File: config.mk
export PLATFORM = sky130hd
export DESIGN_NAME = fifo_wr_packer_flat
export DESIGN_NICKNAME = d
export VERILOG_FILES = /design/src/rtl/fifo_wr_packer_if.sv /design/src/rtl/fifo_wr_packer.sv /design/src/flat_wrapper.sv
export SDC_FILE = /design/constraint.sdc
export NUM_CORES = 1
export LEC_CHECK = 0
export BUFFER_PORTS_ARGS = -buffer_cell sky130_fd_sc_hd__buf_4
export CORE_ASPECT_RATIO = 1.25
export CORE_UTILIZATION = 41
export CTS_CLUSTER_DIAMETER = 120
export DETAILED_ROUTE_END_ITERATION = 16
export PLACE_DENSITY_LB_ADDON = 0.15
export SLEW_MARGIN = 20
export SYNTH_ARGS = -nofsm -noshare
export SYNTH_HDL_FRONTEND = slang
export SYNTH_SLANG_ARGS = --single-unit
export TNS_END_PERCENT = 1
File: constraint.sdc
create_clock -name wclk -period 1.5 [get_ports wclk]
set_input_delay 0.3 -clock wclk [delete_from_list [all_inputs] [get_ports wclk]]
set_output_delay 0.3 -clock wclk [all_outputs]
set_load 0.02 [all_outputs]
File: src/rtl/fifo_wr_packer_if.sv
// Byte-stream input and FIFO write-side signals for fifo_wr_packer.
// FIFO_PACKER_KEEP_EN widens wdata by a RATIO-bit lane-valid mask at the MSB end.
interface fifo_wr_packer_if #(
  parameter int IN_W  = 8,
  parameter int RATIO = 4
);
`ifdef FIFO_PACKER_KEEP_EN
  localparam int WD = IN_W * RATIO + RATIO;
`else
  localparam int WD = IN_W * RATIO;
`endif

  logic            s_valid;
  logic [IN_W-1:0] s_data;
  logic            s_last;
  logic            s_ready;
  logic            wfull;
  logic            winc;
  logic [WD-1:0]   wdata;

  // master: the beat source together with the FIFO full flag
  modport master (
    output s_valid, s_data, s_last, wfull,
    input  s_ready, winc, wdata
  );

  modport slave (
    input  s_valid, s_data, s_last, wfull,
    output s_ready, winc, wdata
  );
endinterface

File: src/rtl/fifo_wr_packer.sv
// Packs RATIO narrow beats little-endian into one async-FIFO word; s_last flushes a zero-padded partial word.
// FIFO_PACKER_KEEP_EN adds a lane-valid mask above the data bits of every written word.
module fifo_wr_packer #(
  parameter int IN_W  = 8,
  parameter int RATIO = 4,
  parameter int CNT_W = 16
) (
  input  logic               wclk,
  input  logic               wrst_n,
  fifo_wr_packer_if.slave    bus,
  output logic               busy,
  output logic [CNT_W-1:0]   word_cnt
);
  localparam int DW    = IN_W * RATIO;
  localparam int IDX_W = $clog2(RATIO);
`ifdef FIFO_PACKER_KEEP_EN
  localparam int WD = DW + RATIO;
`else
  localparam int WD = DW;
`endif
  localparam logic [IDX_W-1:0] LAST_IDX = IDX_W'(RATIO - 1);

  logic [DW-1:0]    acc_q, acc_d;
  logic [IDX_W-1:0] idx_q, idx_d;
  logic             hold_valid_q, hold_valid_d;
  logic [WD-1:0]    hold_data_q, hold_data_d;
  logic [CNT_W-1:0] word_cnt_q, word_cnt_d;

  logic             accept;
  logic             complete;
  logic             winc;
  logic [DW-1:0]    merged;
  logic [RATIO-1:0] lane_mask;
  logic [WD-1:0]    done_word;

  assign winc         = hold_valid_q && !bus.wfull;
  assign bus.winc     = winc;
  assign bus.wdata    = hold_data_q;
  assign bus.s_ready  = !hold_valid_q || !bus.wfull;
  assign accept       = bus.s_valid && bus.s_ready;
  assign complete     = accept && ((idx_q == LAST_IDX) || bus.s_last);
  assign busy         = (idx_q != '0) || hold_valid_q;
  assign word_cnt     = word_cnt_q;

  // Lanes above idx are still zero in acc, so merging the current lane yields the padded word.
  for (genvar gi = 0; gi < RATIO; gi++) begin : g_lane
    assign merged[gi*IN_W +: IN_W] = (idx_q == IDX_W'(gi)) ? bus.s_data
                                                           : acc_q[gi*IN_W +: IN_W];
    assign lane_mask[gi] = (IDX_W'(gi) <= idx_q);
  end

`ifdef FIFO_PACKER_KEEP_EN
  assign done_word = {lane_mask, merged};
`else
  assign done_word = merged;
`endif

  always_comb begin
    acc_d        = acc_q;
    idx_d        = idx_q;
    hold_valid_d = hold_valid_q;
    hold_data_d  = hold_data_q;
    word_cnt_d   = word_cnt_q;

    if (winc) begin
      hold_valid_d = 1'b0;
      word_cnt_d   = word_cnt_q + CNT_W'(1);
    end

    // A word completing in the same cycle as a FIFO write replaces the departing one.
    if (complete) begin
      hold_valid_d = 1'b1;
      hold_data_d  = done_word;
      acc_d        = '0;
      idx_d        = '0;
    end else if (accept) begin
      acc_d = merged;
      idx_d = idx_q + IDX_W'(1);
    end
  end

  always_ff @(posedge wclk or negedge wrst_n) begin
    if (!wrst_n) begin
      acc_q        <= '0;
      idx_q        <= '0;
      hold_valid_q <= 1'b0;
      hold_data_q  <= '0;
      word_cnt_q   <= '0;
    end else begin
      acc_q        <= acc_d;
      idx_q        <= idx_d;
      hold_valid_q <= hold_valid_d;
      hold_data_q  <= hold_data_d;
      word_cnt_q   <= word_cnt_d;
    end
  end

  // lane_mask only reaches an output when the keep mask is compiled in
  logic unused_mask;
  assign unused_mask = ^lane_mask;
endmodule
File: src/flat_wrapper.sv
// flat-port wrapper written by rule: the top's interface ports become plain ports
module fifo_wr_packer_flat 
#(
  parameter int IN_W  = 8,
  parameter int RATIO = 4,
  parameter int CNT_W = 16
)
  (wclk, wrst_n, busy, word_cnt, bus_s_valid, bus_s_data, bus_s_last, bus_wfull, bus_s_ready, bus_winc, bus_wdata);
  fifo_wr_packer_if #(.IN_W(IN_W), .RATIO(RATIO)) bus_i ();
  input  logic wclk;
  input  logic wrst_n;
  output logic busy;
  output logic [CNT_W-1:0] word_cnt;
  input wire logic [$bits(bus_i.s_valid)-1:0] bus_s_valid;
  input wire logic [$bits(bus_i.s_data)-1:0] bus_s_data;
  input wire logic [$bits(bus_i.s_last)-1:0] bus_s_last;
  input wire logic [$bits(bus_i.wfull)-1:0] bus_wfull;
  output wire logic [$bits(bus_i.s_ready)-1:0] bus_s_ready;
  output wire logic [$bits(bus_i.winc)-1:0] bus_winc;
  output wire logic [$bits(bus_i.wdata)-1:0] bus_wdata;
  assign bus_i.s_valid = bus_s_valid;
  assign bus_i.s_data = bus_s_data;
  assign bus_i.s_last = bus_s_last;
  assign bus_i.wfull = bus_wfull;
  assign bus_s_ready = bus_i.s_ready;
  assign bus_winc = bus_i.winc;
  assign bus_wdata = bus_i.wdata;
  fifo_wr_packer #(.IN_W(IN_W), .RATIO(RATIO), .CNT_W(CNT_W)) u_core (.wclk(wclk), .wrst_n(wrst_n), .bus(bus_i), .busy(busy), .word_cnt(word_cnt));
endmodule
* After elaboration in Yosys (flattened, before gate mapping)
Index checks and enable logic that the tools add are counted.
** Word-level totals
- Flip-flop bits (word level) :: 83
- Input bits :: 13
** Operators by class
- Add/subtract/negate cells :: 2
- Eq/ne operators :: 3
- Muxes and demuxes :: 10
- Reduce and logical (&&, ||, !) cells :: 12
** Operators by type and width (number)
- $mux 32 :: 2
- $mux 8 :: 4
- $add 16x1->16 const B :: 1
- $reduce_bool 2->1 :: 3
- $eq 2x2->1 const B :: 2
- $mux 2 :: 2
- $logic_and 1x1->1 :: 3
- $logic_or 1x1->1 :: 3
- $add 2x1->2 const B :: 1
- $eq 2x1->1 const B :: 1
- $logic_not 1->1 :: 2
- $logic_not 2->1 :: 1
- $mux 1 :: 2

* Logic depth before layout (Yosys ltp)
- Word-level depth :: 5
- Depth in mapped cells :: 7
- Gate-level depth less buffers :: 5

* Worst setup path after synthesis
OpenSTA, ideal clock, no wires.
- Path type :: reg2reg
- Start :: register u_core.idx_q[0]
- End :: register u_core.acc_q[10]
- Setup time :: 0.064 ns
- Data arrival time :: 1.477 ns
- Required time :: 1.436 ns
- Slack :: -0.041 ns
- Stages on the path, launching flop included :: 8
- Path buffers :: 2
- Period minus slack after synthesis :: 1.541 ns
- Cell sequence :: dfrtp_1 ha_1 buf_6 or2_4 nor2_4 and2_4 buf_6 a22o_2
** On the way
- Word-level cells in the longest chain between the ends :: 4
- Elaborated cells between the ends (all ways) :: 8
- Classes of those cells :: 2 x eq/ne; 3 x mux; 3 x reduce/logical
** RTL lines
- start: declaration :: RTL line fifo_wr_packer.sv:24 : logic [IDX_W-1:0] idx_q, idx_d;
- start signal: assignment :: RTL line fifo_wr_packer.sv:91 : idx_q <= idx_d;
- $eq 2x1->1 / $eq 2x2->1 (equally long branches) :: RTL line fifo_wr_packer.sv:47, fifo_wr_packer.sv:41
- $mux 8 / $logic_or 1x1->1 (equally long branches) :: RTL line fifo_wr_packer.sv:47, fifo_wr_packer.sv:41
- $mux 32 / $logic_and 1x1->1 (equally long branches) :: RTL line fifo_wr_packer.sv:76, fifo_wr_packer.sv:41
- $mux 32 / $reduce_bool 2->1 (equally long branches)
- end signal: assignment :: RTL line fifo_wr_packer.sv:84 : acc_q <= '0;
- end signal: assignment :: RTL line fifo_wr_packer.sv:90 : acc_q <= acc_d;
- end: declaration :: RTL line fifo_wr_packer.sv:23 : logic [DW-1:0] acc_q, acc_d;
Parallel ways exist; a longest one is shown, timed or not. The select of a mux whose other input is x is not followed.
A chain may end at the register's enable or synchronous reset.

* Worst setup path in the final report
- Start :: register u_core.idx_q[0]
- End :: output port busy
** On the way
- Word-level cells in the longest chain between the ends :: 2
** RTL lines
- $reduce_bool 2->1 :: RTL line fifo_wr_packer.sv:42 : assign busy = (idx_q != '0) || hold_valid_q;
- $logic_or 1x1->1 :: RTL line fifo_wr_packer.sv:42
- end: declaration :: RTL line flat_wrapper.sv:12 : output logic busy;
Every way passes these cells.

==> impl_metrics.tcl <==
set metrics [dict create \
    status "finished with violations" \
    violations "negative setup slack" \
    finClkSkew_ns 0.00640 \
    h-tree-depth 3 \
    finalCritPeriodShare_pct 103 \
    fillers 730 \
    multiInputGateArea_um2 1440 \
    end_kind "output pin" \
    synth_top_family_by_area "compound AO/OA/AOI/OAI gates" \
    worst_pin_slew_ns 0.447 \
    via_per_inst 5.10 \
    io_buffers 63 \
    synth_top_flop_cell "dfrtp_1" \
    routed_wl_um 7530 \
    min_path_cells 2 \
    vias 2419 \
    area_growth_pct 28.6 \
    p_total_uw 7010 \
    worstPathArrival_ns 1.25 \
    gr-total-overflow 0 \
    nets 390 \
    rows 37 \
    r2r-end "u_core.acc_q[13]$_DFFE_PN0P_" \
    syn-num-nets 307 \
    r2r_cells 5 \
    cts_buffers 9 \
    synth-seq-cells 83 \
    cts_sinks 83 \
    drv_slew 0 \
    peakVddDrop_mv 0.670 \
    holdCritPathClass "input pin to register" \
    start_util_pct 42.7 \
    clk_latency_ns 0.35 \
    routedWlPerCell_um 15.9 \
    die_area_um2 9070 \
    synth.distinct_cells 33 \
    worstHoldStart "bus_s_data[0]" \
    ios 64 \
    cp_max_fo 2 \
    final_util_pct 55.0 \
    synth-seq-area-share_pct 58.3 \
    synthMuxAreaShare_pct 9.62 \
    rsz0062_at_grt "true" \
    seqCellArea_um2 2080 \
    clk_pin_slew_ns 0.08 \
    synthXorXnorAreaFrac_pct 3.69 \
    crit_type "register to output pin" \
    cts_root_buffer "clkbuf_8" \
    fin_ws_ns -0.0519 \
    powerDensity_nw_per_um2 1530 \
    final_cell_area_um2 4580 \
    synth_common_cells "dfrtp_1, nor2_1, a21oi_1, mux2i_1, a22o_2" \
    grt_max_degree 84 \
    synth_warnings 0 \
    synthArstFlopShare_pct 100 \
    grt_util_all_layers_pct 18.6 \
    synth-edff-count 0 \
    synth_most_common_cell "dfrtp_1" \
    grt_pass1_vias 2468 \
    min_to "u_core.acc_q[8]$_DFFE_PN0P_" \
    yosysTopAreaCell "dfrtp_1" \
    period_needed_ns 1.55 \
    die_y_um 106 \
    synth_top_area_share_pct 58.3 \
    leakagePower_uw 0.00214 \
    finalHoldViolCount 0 \
    synth.area.top_cells "dfrtp_1, mux2i_1, a22o_2" \
    cts_max_path_buffers 2 \
    drc 0 \
    cts_tree "built" \
    grt_pass1_wl_um 12700 \
    maxSlewHeadroom_pct 70.2 \
    slowest_stage "dfrtp_1" \
    core_area_um2 8330 \
    crit_path_max_incr_delay_ns 0.40 \
    fin_hold_ws_ns 0.250 \
    antenna_cells 0 \
    hpwl_um 5100 \
    rr_startpoint "u_core.idx_q[0]$_DFFE_PN0P_" \
    synth_compound_area_share_pct 12.4 \
    synthCells 289 \
    maxCapViolations 0 \
    antenna_found_initial 0 \
    synth_fa_ha_area_share_pct 1.76 \
    finalSetupViolCount 26 \
    synthesis.area_um2 3560 \
    dr.pass1.iters 4 \
    cpMostUsedCell "buf_6" \
    gp_congestion 0.750 \
    cp_cell_sequence "inv_2 > ha_4 > buf_6 > nand2b_4 > buf_6" \
    place_area_um2 4230 \
    antenna_left 0 \
    syn-mean-instance-area_um2 12.3 \
    synth_simple_gate_area_share_pct 11.1 \
    max_freq_mhz 644 \
    required_ns 1.20 \
    drt_iter0_drc 117 \
    r2r_slack_ns -0.05 \
    start_kind "register" \
    drive_above_1_share_pct 37.7 \
    dieWidth_um 85.4 \
]
-- metrics by stage --
step / TNS [ns] / std cells / setup WS (ns)
after global placement: 0 / 452 / 0.0943
final: -0.880 / 474 / -0.0519
after CTS: -1.17 / 474 / -0.0607
after floorplan: -0.295 / 289 / -0.0126
after detailed placement: 0 / 452 / 0.0495
after global routing: -3.01 / 474 / -0.0968
-- state kept, by name, summed over array words and instances (netlist names) --
| signal | count |
|---|---|
| u_core.idx_q | 2 |
| u_core.acc_q | 32 |
| u_core.bus.wdata | 32 |
| u_core.hold_valid_q | 1 |
| u_core.word_cnt | 16 |
-- power by group --
part	leakage, uW	switching [uW]	internal, uW
Clock	0.000113	784	1030
Combinational	0.000965	1200	1090
Sequential	0.00106	254	2660
-- what timing repair did --
item / in CTS / in global routing
endpoints found under the hold margin: 83 / 0
endpoints found under the setup margin: 2 / 59
cloned: 0 / 0
hold buffers: 1 / 0
pin swaps: 2 / 2
setup buffers: 5 / 0
gates resized for setup: 9 / 6
-- cell type report --
class / count / share of cell area (%)
clock inverters: 4 / 1.58
repair buffers: 86 / 15.5
well taps: 97 / 2.65
clock buffers: 12 / 3.39
flip-flops and latches: 83 / 45.3
multi-input cells: 190 / 31.4
inverters: 2 / 0.164
-- worst max path at each step --
stage | from | to | slack (ns) | depth (start not counted)
2_1_floorplan | u_core.idx_q[1]$_DFFE_PN0P_ | u_core.acc_q[10]$_DFFE_PN0P_ | -0.01 | 7
3_3_place_gp | u_core.idx_q[0]$_DFFE_PN0P_ | u_core.acc_q[4]$_DFFE_PN0P_ | 0.09 | 5
3_5_place_dp | u_core.idx_q[1]$_DFFE_PN0P_ | u_core.acc_q[16]$_DFFE_PN0P_ | 0.05 | 4
4_1_cts | u_core.idx_q[1]$_DFFE_PN0P_ | busy | -0.06 | 5
5_1_grt | u_core.idx_q[0]$_DFFE_PN0P_ | busy | -0.1 | 5
6_report | u_core.idx_q[0]$_DFFE_PN0P_ | busy | -0.05 | 5
-- worst max-delay path, delay by kind of cell, from the launching register on --
family	cells	cell delay, ns
buf+inv	3	0.31
flops	1	0.40
fa+ha+maj	1	0.14
simple gates	1	0.05
-- layout by cell type (no fill, tap or decap), drive strengths merged, types with 2 or more instances in the layout --
cell type and n:
nand2 7, ha 5, xnor2 12, clkbuf 12, o21ai 5, bufinv 2
dfrtp 83, mux2 2, inv 2, and3 2, xor2 3, nor2b 8
nor3 2, nor2 37, a21oi 32, nand3 4, nand4 4, and2 4
mux2i 32, a22o 24, buf 85
-- layer usage --
layer	GRT usage [%]	vias to the layer above	share of wire [%]
li1	-	1178	-
met1	24.8	1176	46
met2	28.7	55	48
met3	4.35	10	4.4
met4	8.57	0	1.9
met5	0	-	0
-- cells by family after synthesis --
logic type / after synthesis
AO/OA/AOI/OAI: 62
XOR/XNOR: 15
adder cells (fa/ha/maj): 5
buffers and inverters: 16
flip-flops: 83
multiplexers: 34
AND/OR/NAND/NOR: 74
Note: power is estimated with default switching activity, not from simulation.
